===== src/rtl/square_accumulator.sv =====
// Sequential squarer: square = n*n, built by summing the first n odd numbers.
// Counterpart of the square-root unit, which subtracts the same odd series.
// One addition per clock; an operation on operand k takes k+2 cycles from start to IDLE.
module square_accumulator #(
    parameter int WIDTH = 8
) (
    input  logic                 clk,
    input  logic                 rst,
    input  logic                 start_i,
    input  logic [WIDTH-1:0]     n_i,
    output logic                 ready_o,
    output logic                 done_o,
    output logic [2*WIDTH-1:0]   square_o
);

    localparam logic [1:0] ST_IDLE  = 2'd0;
    localparam logic [1:0] ST_ACCUM = 2'd1;
    localparam logic [1:0] ST_DONE  = 2'd2;

    // The odd term needs WIDTH+1 bits: its largest value added is 2*(2^WIDTH-1)-1.
    // The accumulator cannot overflow since (2^WIDTH-1)^2 < 2^(2*WIDTH).
    logic [1:0]           state_q,  state_d;
    logic [WIDTH-1:0]     count_q,  count_d;
    logic [WIDTH:0]       odd_q,    odd_d;
    logic [2*WIDTH-1:0]   square_q, square_d;

    // Odd term zero-extended to the accumulator width.
    logic [2*WIDTH-1:0]   odd_ext;
    assign odd_ext = {{(WIDTH-1){1'b0}}, odd_q};

    // Next-state and datapath: capture on accepted start, add one odd term per ACCUM cycle.
    always_comb begin
        state_d  = state_q;
        count_d  = count_q;
        odd_d    = odd_q;
        square_d = square_q;
        case (state_q)
            ST_IDLE: begin
                if (start_i) begin
                    count_d  = n_i;
                    odd_d    = {{WIDTH{1'b0}}, 1'b1};
                    square_d = '0;
                    // A zero operand has nothing to add and reports immediately.
                    state_d  = (n_i != '0) ? ST_ACCUM : ST_DONE;
                end
            end
            ST_ACCUM: begin
                square_d = square_q + odd_ext;
                odd_d    = odd_q + {{(WIDTH-1){1'b0}}, 2'd2};
                count_d  = count_q - {{(WIDTH-1){1'b0}}, 1'b1};
                if (count_q == {{(WIDTH-1){1'b0}}, 1'b1}) begin
                    state_d = ST_DONE;
                end
            end
            ST_DONE: begin
                // Result stays in square_q through IDLE until the next start.
                state_d = ST_IDLE;
            end
            default: begin
                state_d = ST_IDLE;
            end
        endcase
    end

    // State and datapath registers; reset abandons any operation in flight.
    always_ff @(posedge clk or posedge rst) begin
        if (rst) begin
            state_q  <= ST_IDLE;
            count_q  <= '0;
            odd_q    <= {{WIDTH{1'b0}}, 1'b1};
            square_q <= '0;
        end else begin
            state_q  <= state_d;
            count_q  <= count_d;
            odd_q    <= odd_d;
            square_q <= square_d;
        end
    end

    // Moore outputs decoded straight from the state register.
    assign ready_o  = (state_q == ST_IDLE);
    assign done_o   = (state_q == ST_DONE);
    assign square_o = square_q;

endmodule


===== config.mk =====
export PLATFORM = sky130hd
export DESIGN_NAME = square_accumulator
export DESIGN_NICKNAME = d
export VERILOG_FILES = /design/src/rtl/square_accumulator.sv
export SDC_FILE = /design/constraint.sdc
export NUM_CORES = 1
export LEC_CHECK = 0
export CAP_MARGIN = 15
export CELL_PAD_IN_SITES_DETAIL_PLACEMENT = 1
export CELL_PAD_IN_SITES_GLOBAL_PLACEMENT = 2
export CORE_ASPECT_RATIO = 0.8
export CORE_MARGIN = 8
export CORE_UTILIZATION = 35
export CTS_BUF_LIST = sky130_fd_sc_hd__clkbuf_8
export DETAILED_ROUTE_END_ITERATION = 10
export GPL_TIMING_DRIVEN = 0
export PLACE_DENSITY = 0.91
export RECOVER_POWER = 100
export SYNTH_ARGS = -nofsm -noshare
export SYNTH_HDL_FRONTEND = slang
export SYNTH_SLANG_ARGS = --single-unit

===== constraint.sdc =====
create_clock -name clk -period 2.9 [get_ports clk]
set_clock_uncertainty 0.2 [all_clocks]
set_input_delay 0.58 -clock clk [delete_from_list [all_inputs] [get_ports clk]]
set_output_delay 0.58 -clock clk [all_outputs]
set_load 0.02 [all_outputs]

==> results list <==
- For this run, the top clock speed supported by timing is 370 MHz.
* Share of the yosys chip area belonging to registers: 0.412
* Met2 track demand over resource in global routing: 0.232
* Number of global-route vias before repair: 2017
* CP Capture Point: square_o[12]$_DFFE_PP0P_
- The total overflow left after global routing is 0.
- Commonest non-fill, non-tap cell in the layout: sky130_fd_sc_hd__dfrtp_1
- Post-route antenna net violation count: 0
- The number of antenna violations at the first check in global routing came to 0.
- In this run, synthesis produced a sequential element count of 35.
- The clock tree synthesis step divided the H-tree into 2 levels.
- I/O Buffers: 28
* Top-Level Pins: 29
- The analysis attributes to cell leakage a power of 1.14 nW.
- Element type at the critical path end: register
- Of the total power, the clock network draws 0.142.
- DR pass1 iterations: 4
* Final WL: 6140 um
- Crit path cell chain: ha_1, inv_1, fa_1, nor2b_4, o31a_1, or2_4, a21oi_1, or4_1, o211ai_2
* Proportion of layout cells with a drive suffix above 1: 0.0704
* Worst stage delay on the critical path: 0.55 ns
* Least-Margin Pin Slew: between 1 and 1.5 ns
- Largest net degree at the start of global routing: 36
- For this run, global-route usage on met3 was measured as 0.0356.
* Proportion of register bits with asynchronous set or reset after synthesis: 1.00
- The largest individual stage delay along the critical path comes from the cell sky130_fd_sc_hd__dfstp_1.
- Fraction of power consumed by combinational cells: 0.522
* Launch point of the worst hold path: odd_q[8]$_DFFE_PP0P_
- Synthesis instantiated 56 different standard cells from the library.
- Post-Syn Instances: 234
- Yosys top cell area share: 0.400
* RR Startpoint: odd_q[0]$_DFFE_PP1P_
- The largest total area in the synthesized netlist belongs to sky130_fd_sc_hd__dfrtp_1.
* Die area: 0.00885 mm^2
* Critical Path RT: 2.91 ns
- Dominant synthesized flop cell: sky130_fd_sc_hd__dfrtp_1
- Setup tns final: 0 ns
* Routability-driven placement congestion ratio: slightly below 0.8
- Number of instances resized during post-cts repair: 0
- In this run the power density over the cells is ~940 mW/mm^2.
* Wire length of the first global-routing pass: 10600 um
- In the final design database the tool counted 293 nets.
* Num Clock Sinks: 35
- The worst register-to-register path ends at square_o[12]$_DFFE_PP0P_.
- Final setup vio count: 0
* Cts hold-fix bufs: 0
- Top area cells in the synthesized netlist: sky130_fd_sc_hd__dfrtp_1 (40%), sky130_fd_sc_hd__ha_1 (7.1%), sky130_fd_sc_hd__a21oi_1 (4.2%), sky130_fd_sc_hd__o21ai_0 (4.0%), sky130_fd_sc_hd__nand2_1 (3.9%)
* Max-slew violation total from the final report: 0
- Summed over all nets, the switching power comes to 1.11 mW.
- The mapped netlist covers ~0.0021 mm^2.
* Row count: 25
- Clock tree from TritonCTS: yes
- Routing usage on met1: 0.209
- Sort of element at the start of the critical path: register
* Final Cycle Share: 0.931
* Number of DRC violations after detailed routing: 0
* Number of violations reported at the end of detailed-routing iteration 0: 62
* Relative slew slack: 0.0506
- Pre-CTS setup slack: 0.264 ns
* Number of buffers on the longest clock path: 2
- Once routing completed, OpenROAD measured the worst setup slack at 0.200 ns.
* Reg2reg setup slack: ~0.20 ns
* Horizontal die dimension: 103 um
* Internal power summed over all cells: 1.31 mW
* Run status: completed
* Clock root buffer: sky130_fd_sc_hd__clkbuf_8
- Half-perimeter wire length of the detailed placement result: 4560 um
- Worst-case vdd ir drop: 0.503 mV
* Warnings, synthesis: 0
- The initial utilization of the core area, before any placement, comes to 0.362.
- Clock slew at the register clock pins of the worst setup and hold paths: 0.07 ns
* Core region area: a little under 0.006 mm^2
- The count of endpoints failing hold in the final timing report is 0.
- Part of the total power dissipated in sequential elements: 0.336
- Worst reg-to-reg path cell count: 9
- Setup repair after global routing left no endpoint under its margin.
- Across the run, the number of max-cap violations was 0.
* Number of vias after detailed routing: 1915
- The layer flagged by global routing as most heavily used is met2.
- Averaged over all synthesized cells, the footprint is 9.10 um^2.
- Wire per inst: 17.5 um
* Synthesized Nets: 258
- At the later pin of the worst-skew pair, clock insertion delay measures between 0.2 and 0.3 ns.
- The library cells used most frequently in the layout, excluding fill and tap cells, are sky130_fd_sc_hd__dfrtp_1 (34), sky130_fd_sc_hd__nand2_1 (22), sky130_fd_sc_hd__o21ai_0 (21).
* Drt via density: roughly 5.5
- By startpoint and endpoint, the worst setup path is classified as reg -> reg.
- Total global routing track utilization: 0.153
- Post-CTS setup repair buffer count: 0
- For the worst setup path, the data arrival time is 2.71 ns.
- In this run, synthesis inferred 0 flip-flops with an integrated enable.
- From synthesis to final layout, the design area changed by 20.9%.
* Switching part of the total: 0.458
* Worst setup startpoint: odd_q[0]$_DFFE_PP1P_
* Hold Path Class: reg -> reg
* Max Fanout on Critical Path: 6
- Buffers inserted during clock tree synthesis total 5.
- Height of the chip: 85.8 um
- The number of antenna diodes in the final layout is 0.
- The routed design could run at a clock period as short as 2.70 ns.
[registers in the layout, indices dropped and copies added (netlist names)]
register	flops
square_o	16
odd_q	9
state_q	2
count_q	8
[critical path, delay by kind of cell, from the launching register on]
family | cells | cell delay, ns
and+or+nand+nor | 3 | 0.82
adders and majority gates | 2 | 0.61
DFF | 1 | 0.55
AOI/OAI and AO/OA | 3 | 0.39
buffers and inverters | 1 | 0.05
[power by group through the flow]
stage          combinational (mW)  clock [mW]  sequential, mW
2_1_floorplan               0.810           0           0.849
3_3_place_gp                 1.27           0           0.816
3_5_place_dp                 1.30           0           0.824
4_1_cts                      1.31       0.352           0.817
5_1_grt                      1.43       0.377           0.841
6_report                     1.26       0.343           0.811
[synthesized netlist by cell type, types with 5 or more instances]
library cell               number
sky130_fd_sc_hd__nand3_1       10
sky130_fd_sc_hd__dfrtp_1       34
sky130_fd_sc_hd__nor2b_1        5
sky130_fd_sc_hd__ha_1          12
sky130_fd_sc_hd__o21ai_0       17
sky130_fd_sc_hd__inv_1         13
sky130_fd_sc_hd__buf_2          5
sky130_fd_sc_hd__a21oi_1       18
sky130_fd_sc_hd__nand2_1       22
sky130_fd_sc_hd__o211ai_1       5
sky130_fd_sc_hd__a31oi_1        6
sky130_fd_sc_hd__xor2_1         5
sky130_fd_sc_hd__nor3_1         6
sky130_fd_sc_hd__o21ai_1        5
sky130_fd_sc_hd__nor2_1        15
[how the worst min path moves through the flow]
stage | endpoint | slack [ns] | cells after the start
finish | odd_q[8]$_DFFE_PP0P_ | 0.30 | 1
detailed placement | odd_q[8]$_DFFE_PP0P_ | 0.28 | 1
CTS | odd_q[8]$_DFFE_PP0P_ | 0.29 | 1
global placement | odd_q[8]$_DFFE_PP0P_ | 0.27 | 1
floorplan | odd_q[8]$_DFFE_PP0P_ | 0.24 | 1
global route | square_o[6]$_DFFE_PP0P_ | 0.34 | 2
[kinds of logic after synthesis]
family	Yosys count	synth area share
multiplexers	1	0.00529
buffers and inverters	23	0.0435
AO/OA/AOI/OAI	76	0.237
adder cells (fa/ha/maj)	13	0.0799
flip-flops	35	0.412
XOR/XNOR	7	0.0288
AND/OR/NAND/NOR	79	0.194
[layer usage]
layer / routed length [um] / vias up
met1: 3130 / 947
met5: 0 / -
li1: - / 933
met2: 2700 / 28
met3: 220 / 7
met4: 87 / 0
[stage by stage]
step                instance area, um^2  total power [mW]  hold WS [ns]  instances   util
CTS                                2590              2.48         0.293        351  0.441
finish                             2570              2.42         0.303        351  0.438
global route                       2570              2.65         0.344        351  0.438
global placement                   2510              2.09         0.270        343  0.427
floorplan                          2130              1.66         0.242        234      -
detailed placement                 2510              2.13         0.283        343  0.427
[layout make-up]
type                    count  area, um^2
flip-flops and latches     35         877
multi-input cells         176        1140
clock buffers               5        68.8
fillers                   724        3310
plain buffers              10        42.5
repair buffers             28         280
clock inverters             3        12.5
well taps                  81         101
inverters                  13        48.8
Power figures use the tool's default switching activity.
